$ cat src/rtl/mux4_rr_arbiter_8bit_if.sv
// mux4_rr_arbiter_8bit_if: requester/downstream bundle of the round-robin 4:1 mux arbiter
interface mux4_rr_arbiter_8bit_if;
  logic [3:0] req;
  logic [7:0] i0, i1, i2, i3;
  logic ready;
  logic [3:0] gnt;
  logic sel1, sel0;
  logic [7:0] f;
  logic valid;
  modport master (output req, i0, i1, i2, i3, ready, input gnt, sel1, sel0, f, valid);
  modport slave (input req, i0, i1, i2, i3, ready, output gnt, sel1, sel0, f, valid);
endinterface

$ cat src/rtl/mux4_rr_arbiter_8bit.sv
// mux4_rr_arbiter_8bit: round-robin grant of a shared 8-bit 4:1 mux with burst-bounded tenures
module mux4_rr_arbiter_8bit #(
  parameter int BURST = 4,
  parameter int CNTW = 4
) (
  input logic clk,
  input logic rst,
  mux4_rr_arbiter_8bit_if.slave b
);
  typedef enum logic {IDLE, GRANT} state_t;
  state_t state;
  logic [3:0] gnt;
  logic [1:0] sel, ptr, win;
  logic [CNTW-1:0] cnt;
  logic [7:0] data;
  logic valid, beat, rel;
  // first requester at or after ptr, scanning with 2-bit wrap
  always_comb begin
    win = ptr;
    for (int k = 3; k >= 0; k--)
      if (b.req[ptr + 2'(k)]) win = ptr + 2'(k);
  end
  always_comb begin
    data = sel == 2'd0 ? b.i0 : sel == 2'd1 ? b.i1 : sel == 2'd2 ? b.i2 : b.i3;
    valid = state == GRANT && b.req[sel];
    beat = valid && b.ready;
    rel = !b.req[sel] || (beat && cnt == CNTW'(BURST - 1));
  end
  always_ff @(posedge clk) begin
    if (rst) begin
      state <= IDLE;
      gnt <= '0;
      sel <= '0;
      ptr <= '0;
      cnt <= '0;
    end else if (state == IDLE) begin
      if (|b.req) begin
        state <= GRANT;
        gnt <= 4'b0001 << win;
        sel <= win;
        cnt <= '0;
      end
    end else if (rel) begin
      state <= IDLE;
      gnt <= '0;
      ptr <= sel + 2'd1;
      cnt <= '0;
    end else if (beat) begin
      cnt <= cnt + 1'b1;
    end
  end
  assign b.gnt = gnt;
  assign b.sel1 = sel[1];
  assign b.sel0 = sel[0];
  assign b.valid = valid;
  assign b.f = state == GRANT ? data : 8'h00;
endmodule

$ cat src/flat_wrapper.sv
// flat-port wrapper written by rule: the top's interface ports become plain ports
module mux4_rr_arbiter_8bit_flat 
#(
  parameter int BURST = 4,
  parameter int CNTW = 4
)
  (clk, rst, b_req, b_i0, b_i1, b_i2, b_i3, b_ready, b_gnt, b_sel1, b_sel0, b_f, b_valid);
  mux4_rr_arbiter_8bit_if b_i ();
  input logic clk;
  input logic rst;
  input wire logic [$bits(b_i.req)-1:0] b_req;
  input wire logic [$bits(b_i.i0)-1:0] b_i0;
  input wire logic [$bits(b_i.i1)-1:0] b_i1;
  input wire logic [$bits(b_i.i2)-1:0] b_i2;
  input wire logic [$bits(b_i.i3)-1:0] b_i3;
  input wire logic [$bits(b_i.ready)-1:0] b_ready;
  output wire logic [$bits(b_i.gnt)-1:0] b_gnt;
  output wire logic [$bits(b_i.sel1)-1:0] b_sel1;
  output wire logic [$bits(b_i.sel0)-1:0] b_sel0;
  output wire logic [$bits(b_i.f)-1:0] b_f;
  output wire logic [$bits(b_i.valid)-1:0] b_valid;
  assign b_i.req = b_req;
  assign b_i.i0 = b_i0;
  assign b_i.i1 = b_i1;
  assign b_i.i2 = b_i2;
  assign b_i.i3 = b_i3;
  assign b_i.ready = b_ready;
  assign b_gnt = b_i.gnt;
  assign b_sel1 = b_i.sel1;
  assign b_sel0 = b_i.sel0;
  assign b_f = b_i.f;
  assign b_valid = b_i.valid;
  mux4_rr_arbiter_8bit #(.BURST(BURST), .CNTW(CNTW)) u_core (.clk(clk), .rst(rst), .b(b_i));
endmodule
$ cat config.mk
export PLATFORM = sky130hd
export DESIGN_NAME = mux4_rr_arbiter_8bit_flat
export DESIGN_NICKNAME = d
export VERILOG_FILES = /design/src/rtl/mux4_rr_arbiter_8bit_if.sv /design/src/rtl/mux4_rr_arbiter_8bit.sv /design/src/flat_wrapper.sv
export SDC_FILE = /design/constraint.sdc
export NUM_CORES = 1
export LEC_CHECK = 0
export ABC_AREA = 1
export ABC_CLOCK_PERIOD_IN_PS = 2400
export BUFFER_PORTS_ARGS = -buffer_cell sky130_fd_sc_hd__buf_2
export CORE_ASPECT_RATIO = 1.5
export CORE_UTILIZATION = 40
export DETAILED_ROUTE_END_ITERATION = 8
export HOLD_SLACK_MARGIN = 0.08
export PLACE_DENSITY = 0.68
export SLEW_MARGIN = 40
export SYNTH_ARGS = -nofsm -noshare
export SYNTH_HDL_FRONTEND = slang
export SYNTH_SLANG_ARGS = --single-unit
$ cat constraint.sdc
create_clock -name clk -period 2.4 [get_ports clk]
set_input_delay 0 -clock clk [delete_from_list [all_inputs] [get_ports clk]]
set_output_delay 0 -clock clk [all_outputs]
set_load 0.02 [all_outputs]
# Word level (Yosys, flattened, before mapping)
# Index checks and enable logic that the tools add are counted.
[word_totals]
reg_bits = 13
inputBits = 39
elab_cells = 62
[op_classes]
shift = 1
n_lt_le_gt_ge = 5
mux = 28
bitwise = 1
addsub = 5
reduce_logical = 12
n_eq_ne = 5
[ops]
columns = ["operator", "count"]
rows = [
  ["two-way mux 8 bit", 4],
  ["two-way mux 4 bit", 7],
  ["less-than comparator 2 x 3 -> 1 bit, second input constant", 5],
  ["binary-select mux 1 bit (select 2 bit)", 5],
  ["two-way mux 1 bit", 8],
  ["two-way mux 2 bit", 4],
  ["AND reduction 2 bit", 4],
  ["adder 2 x 1 -> 2 bit, second input constant", 2],
  ["adder 2 bit, second input constant", 2],
  ["adder 4 x 1 -> 4 bit, second input constant", 1],
  ["equality test 4 x 2 -> 1 bit, second input constant", 1],
  ["OR reduction 4 bit", 1],
  ["<< shifter 1 x 2 -> 4 bit, first input constant", 1],
  ["logical AND 1 bit", 3],
  ["!= test 3 bit, second input constant", 1],
  ["equality test 2 x 1 -> 1 bit, second input constant", 1],
  ["equality test 2 bit, second input constant", 1],
  ["zero test 2 bit", 1],
  ["!= test 2 bit, second input constant", 1],
  ["nonzero test 2 bit", 1],
  ["zero test 1 bit", 1],
  ["logical OR 1 bit", 1],
  ["inverter 1 bit", 1],
]

# Longest topological paths before layout
# Gate-level depths: netlist of run 1.
[logic_depth]
ltp_word = 10
ltp_mapped = 13
depth_no_buf = 12

# Least setup slack after synthesis of run 1
# No wires, ideal clock.
[synth_path]
kind = "register -> output"
from = "register u_core.sel[0]"
to = "output b_f[0]"
setup_slack_ps = 763
path_stages_with_launch = 7
t_arrival_ps = 1637
path_buffers = 1
cell_sequence = "dfxtp_1 -> inv_2 -> ha_1 -> clkbuf_1 -> mux2_2 -> mux2i_1 -> a21oi_1"
[synth_via]
elab_chain_len = 5
elab_cells_between_ends = 7
cone_classes = "eq/ne (2); mux (4); reduce/logical (1)"
[synth_lines]
columns = ["item", "line_no", "source"]
rows = [
  ["start: declaration", "mux4_rr_arbiter_8bit.sv:13", "logic [1:0] sel, ptr, win;"],
  ["start signal: assignment", "mux4_rr_arbiter_8bit.sv:40", "sel <= win;"],
  ["equality test 2 bit", "mux4_rr_arbiter_8bit.sv:24", "data = sel == 2'd0 ? b.i0 : sel == 2'd1 ? b.i1 : sel == 2'd2 ? b.i2 : b.i3;"],
  ["two-way mux 8 bit (2 in series)", "mux4_rr_arbiter_8bit.sv:24", ""],
  ["two-way mux 8 bit (*)", "mux4_rr_arbiter_8bit.sv:24", ""],
  ["two-way mux 8 bit (*)", "mux4_rr_arbiter_8bit.sv:56", "assign b.f = state == GRANT ? data : 8'h00;"],
  ["end: declaration", "flat_wrapper.sv:20", "output wire logic [$bits(b_i.f)-1:0] b_f;"],
]
# Every way passes the cells marked *; elsewhere a longest branch is shown, timed or not.

# Worst setup path in the final report of run 1
[layout_path]
from = "register u_core.sel[0]"
to = "output b_f[2]"
# The elaborated chain is that of the path after synthesis.

==> results of run 1 <==
[routing by layer]
metal  up-vias  wire length [um]  global-route usage (%)
met4         0                30                   6.667
li1        683                 -                       -
met2        32              1463                   32.88
met3         4               114                   1.809
met5         -                 0                       0
met1       545              1198                   20.99
[cells in the final DEF (no fill, tap or decap), types with 2 or more instances in the layout]
cell type,n
nand4_1,3
clkbuf_8,3
mux2i_1,8
nand2_2,13
nand3_2,4
nand2_4,3
a21oi_1,16
mux2_2,8
o21ai_0,13
a21oi_2,2
nor2_1,5
inv_2,3
inv_1,19
nor2_4,2
dfxtp_1,13
nand2_1,41
ha_1,4
nand3_1,10
buf_2,53
[metrics by stage]
step / std cells / setup slack, ns / util [%] / hold WS (ns) / power [uW]
finish: 269 / 0.5178 / 53.82 / 0.1981 / 1003
detailed placement: 264 / 0.7611 / 51.93 / 0.2859 / 810.4
floorplan: 178 / 0.7628 / - / 0.2310 / 685.4
global route: 269 / 0.3797 / 53.82 / 0.2449 / 1094
global placement: 264 / 0.7457 / 51.93 / 0.2843 / 805.7
CTS: 269 / 0.4971 / 53.82 / 0.2051 / 1011
[synth_stat cells (all sizes together)]
library cell / instances
nand2: 57
clkbuf: 4
buf: 2
a21oi: 18
nor2: 7
nand4: 3
o21ai: 14
nand3: 14
inv: 24
mux2i: 8
a22oi: 1
nor3b: 1
mux2: 8
ha: 4
dfxtp: 13
[flip-flops by register name, indices dropped and copies added (netlist names)]
register      count
u_core.b.gnt      4
u_core.sel        2
u_core.ptr        2
u_core.state      1
u_core.cnt        4
[final timing paths]
check,from,endpoint,slack [ns],cells after the start
max,u_core.sel[0]$_SDFFE_PP0P_,b_f[2],0.52,6
min,b_ready,u_core.cnt[0]$_SDFFE_PP0P_,0.20,6
max reg2reg,u_core.ptr[0]$_SDFFE_PP0P_,u_core.b.gnt[1]$_SDFFE_PP0P_,0.85,12
min reg2reg,u_core.b.gnt[2]$_SDFFE_PP0P_,u_core.b.gnt[2]$_SDFFE_PP0P_,0.46,2
[area by class of cell]
type                            instances  share of cell area (%)
Multi-Input combinational cell        135                   53.47
Timing Repair Buffer                   54                   17.56
Sequential cell                        13                   16.60
Inverter                               24                   6.385
Tap cell                               39                   3.113
Clock buffer                            4                   2.873
[report_power, final]
group          internal (uW)  switching, uW  leakage, uW
registers                244           35.7     0.000106
clock network            118           82.2    0.0000228
logic                    202            322     0.000674
[worst min-delay path, stage by stage]
cell and delay (ns):
buf_2 0.09, inv_1 0.04, nand2_2 0.07, o21ai_4 0.08, nand2_1 0.06, a21oi_1 0.06
[timing repair]
| item | 4_1_cts | 5_1_grt |
|---|---|---|
| hold buffers | 1 | 0 |
| setup buffers | 0 | 0 |
| hold endpoints to repair | 6 | 0 |
[cells by family after synthesis]
| logic type | Yosys count | share of synthesized area [%] |
|---|---|---|
| mux | 16 | 13.85 |
| simple gates | 82 | 35.13 |
| flops | 13 | 21.18 |
| buf+inv | 30 | 10.59 |
| fa+ha+maj | 4 | 4.073 |
| compound gates | 33 | 15.17 |
==> flow_metrics.py, run 1 <==
metrics = {
    "status": {
        "status": "finished, final reports clean",
    },
    "worst_setup_path": {
        "slowest_delay_ns": 0.38,
        "endpoint_kind": "primary output",
        "cp_max_fo": 8,
        "path_delay_family": "multiplexers",
        "start_kind": "register",
        "crit_buf_inv": 2,
        "criticalPathCategory": "reg -> out",
        "arrival_ns": 1.88,
        "cp_cell_sequence": "inv_2 -> ha_1 -> mux2_2 -> mux2i_1 -> a21oi_1 -> buf_2",
        "cp.required_ns": 2.40,
        "critPathSlowestCell": "ha_1",
    },
    "cts": {
        "clk_latency_ns": 0.25,
        "cts_buffer_depth": 2,
        "cts_buffers": 3,
        "cts-root-buf": "clkbuf_8",
        "h-tree-depth": 1,
        "cts_sinks": 13,
        "cts_tree": "done",
        "cts_resized": 0,
        "clkTransAtPathRegs_ns": 0.06,
    },
    "sta": {
        "fin_crit_sh_pct": 78.43,
        "setup_viol": 0,
        "fin_crit_ns": 1.882,
        "hold_violations": 0,
        "tns_ns": 0,
        "relSlewSlack_pct": 67.40,
        "slew_violations": 0,
        "fin_skew_ns": 0.001090,
        "fmax_mhz": 531.3,
        "rsz0062_at_grt": "false",
        "tightest_slew_ns": 0.4889,
    },
    "finish": {
        "layout-drive-gt1-share_pct": 41.30,
        "final-seq-area_um2": 260.3,
        "area_growth_pct": 27.60,
        "antenna_cells": 0,
        "multi_input_area_um2": 838.3,
        "nFillCells": 299,
        "fin_area_um2": 1568,
        "fin_nets": 274,
    },
    "yosys": {
        "synth_area_um2": 1229,
        "synthTopCellsByArea": "dfxtp_1, nand2_1, mux2_2",
        "synth_seq_cells": 13,
        "synth_fp_nets": 221,
        "synth_cell_types": 25,
        "yosysSeqAreaShare_pct": 21.18,
        "yosysWarningCount": 0,
        "syn_area_per_cell_um2": 6.903,
        "syn_inst": 178,
        "synth_area_leader_cell": "dfxtp_1",
        "yosys.area.top_type_share_pct": 21.18,
    },
    "routing": {
        "post_drt_via_cell_ratio": 4.699,
        "ant_nets": 0,
        "drt-pass1-iter-count": 4,
        "vias": 1264,
        "post_drt_wl_per_cell_um": 10.43,
        "wl_mm": 2.806,
        "first_iter_violations": 14,
        "drc": 0,
    },
    "floorplan": {
        "die_w_um": 47.25,
        "dieArea_um2": 3302,
        "core_area_um2": 2913,
        "ios": 54,
        "dieHeight_um": 69.88,
        "initial_utilization_pct": 42.18,
        "fp-row-count": 24,
    },
    "placement": {
        "hpwl_mm": 2.301,
        "place.gp.congestion": 0.7551,
        "placed_area_um2": 1513,
        "io_buffers": 53,
    },
    "power": {
        "power_leakage_uw": 0.0008035,
        "irDropWorstVdd_uv": 381.2,
        "p_per_area_nw_per_um2": 640.1,
    },
    "global_routing": {
        "grt_usage_pct": 18.45,
        "grt_pass1_wl_mm": 4.664,
        "antenna_found_initial": 0,
        "grt_max_degree": 17,
        "grt-ovfl-total": 0,
        "grt_pass1_vias": 1163,
    },
    "flow_run": {
        "drv_cap": 0,
    },
    "min_path": {
        "hp-class": "in -> reg",
    },
}
Power figures use the tool's default switching activity.
==> run 2: changes to the inputs <==
- ABC_CLOCK_PERIOD_IN_PS: 2400 -> 1800
- clock period: 2.4 -> 1.8 ns (I/O delays scaled with it)
==> flow_metrics.py, run 2 (synthesis gave the netlist of run 1 again) <==
metrics = {
    "global_routing": {
        "grt_pass1_vias": 1146,
        "antenna_found_initial": 0,
        "grt_usage_pct": 18.09,
        "grt_pass1_wl_mm": 4.540,
        "grt-ovfl-total": 0,
        "grt_max_degree": 17,
    },
    "power": {
        "irDropWorstVdd_uv": 493.2,
        "power_leakage_uw": 0.0008001,
        "p_per_area_nw_per_um2": 856.5,
    },
    "finish": {
        "layout-drive-gt1-share_pct": 43.53,
        "reg.largest.list": "u_core.b.gnt x4, u_core.cnt x4",
        "area_growth_pct": 30.55,
        "final_cell_mix": "buf_2, nand2_1, inv_1",
        "fin_nets": 276,
        "nFillCells": 310,
        "antenna_cells": 0,
        "fin_area_um2": 1604,
        "fin_cells": 271,
        "layout_commonest_cell": "buf_2",
        "utilization_pct": 55.07,
    },
    "cts": {
        "cts_setup_buffers": 0,
        "clkTransAtPathRegs_ns": 0.05,
        "cts_buffer_depth": 2,
        "cts_tree": "done",
        "cts_sinks": 13,
        "h-tree-depth": 1,
        "cts-root-buf": "clkbuf_8",
        "clk_latency_ns": 0.25,
        "cts_buffers": 3,
    },
    "worst_setup_path": {
        "arrival_ns": 1.65,
        "cp.required_ns": 1.80,
        "cp_max_fo": 8,
        "slowest_delay_ns": 0.35,
        "crit_buf_inv": 2,
        "critPathSlowestCell": "dfxtp_1",
        "cp_cell_sequence": "inv_2 -> ha_4 -> mux2_2 -> mux2i_1 -> a21oi_1 -> buf_2",
        "endpoint_kind": "primary output",
        "criticalPathCategory": "reg -> out",
        "start_kind": "register",
        "path_delay_family": "multiplexers",
    },
    "placement": {
        "io_buffers": 53,
        "place.gp.congestion": 0.7577,
        "placed_area_um2": 1520,
        "hpwl_mm": 2.350,
        "dp_cells": 265,
    },
    "routing": {
        "drt-pass1-iter-count": 4,
        "wl_mm": 2.937,
        "vias": 1309,
        "post_drt_wl_per_cell_um": 10.84,
        "first_iter_violations": 16,
        "drc": 0,
        "post_drt_via_cell_ratio": 4.830,
        "ant_nets": 0,
    },
    "floorplan": {
        "dieArea_um2": 3302,
        "die_w_um": 47.25,
        "core_area_um2": 2913,
        "initial_utilization_pct": 42.18,
        "dieHeight_um": 69.88,
        "fp-row-count": 24,
        "ios": 54,
    },
    "sta": {
        "tightest_slew_ns": 0.4277,
        "setup_viol": 0,
        "slew_violations": 0,
        "rsz0062_at_grt": "false",
        "relSlewSlack_pct": 71.44,
        "fin_crit_sh_pct": 91.73,
        "hold_ws_ns": 0.1990,
        "tns_ns": 0,
        "fmax_mhz": 605.7,
        "fin_skew_ns": 0.001937,
        "hold_violations": 0,
        "fin_crit_ns": 1.651,
    },
    "flow_run": {
        "drv_cap": 0,
    },
    "status": {
        "status": "finished, final reports clean",
    },
    "min_path": {
        "hp-class": "in -> reg",
    },
}
-- run 2: cell types whose count changed in the layout (fill, tap and decap cells not counted) --
cell | before | now
ha_2 | 0 | 2
ha_1 | 4 | 1
clkinvlp_4 | 0 | 2
ha_4 | 0 | 1
buf_4 | 0 | 1
inv_1 | 19 | 18
-- run 2: per-stage QoR --
stage	power, uW	worst slack, ns
finish	1374	0.1489
global route	1481	0.01665
CTS	1358	0.03012
detailed placement	1087	0.1951
global placement	1080	0.2439
floorplan	913.9	0.1628
-- run 2: tightest hold or removal path, stage by stage --
cell     delay (ns)
buf_2          0.09
inv_1          0.04
nand2_2        0.07
o21ai_4        0.08
nand2_1        0.06
a21oi_1        0.06
-- run 2: final cells by class --
| type | instances | area [um^2] | share of cell area (%) |
|---|---|---|---|
| clock buffers | 4 | 45.04 | 2.808 |
| inverters | 24 | 103.9 | 6.474 |
| multi-input cells | 135 | 855.8 | 53.35 |
| flip-flops and latches | 13 | 260.3 | 16.22 |
| well taps | 39 | 48.80 | 3.042 |
| repair buffers | 55 | 282.8 | 17.63 |
| repair inverters | 1 | 7.507 | 0.4680 |
-- run 2: report_power, final --
part	total (uW)	internal [uW]	switching [uW]
logic	750	290	460
registers	361	325	35.8
clock network	263	157	106
-- run 2: metal layers --
layer | vias to the layer above | track usage [%] | wire, um
met5 | - | 0 | 0
li1 | 692 | - | -
met3 | 4 | 3.359 | 157
met4 | 0 | 6.984 | 42
met2 | 35 | 32.72 | 1572
met1 | 578 | 18.87 | 1165
-- run 2: final timing paths --
path / startpoint / to / depth (start not counted) / slack, ns
setup / recovery: u_core.sel[0]$_SDFFE_PP0P_ / b_f[4] / 6 / 0.15
hold / removal: b_ready / u_core.cnt[0]$_SDFFE_PP0P_ / 6 / 0.20
setup reg to reg: u_core.state$_SDFF_PP0_ / u_core.cnt[3]$_SDFFE_PP0P_ / 8 / 0.32
hold reg to reg: u_core.b.gnt[2]$_SDFFE_PP0P_ / u_core.b.gnt[2]$_SDFFE_PP0P_ / 2 / 0.46
-- run 2: what timing repair did --
action                                  CTS  global route
endpoints found under the setup margin    8             8
cloned                                    0             1
hold endpoints to repair                  6             0
gates resized for setup                   1             5
hold buffers                              1             0
pin swaps                                 0             0
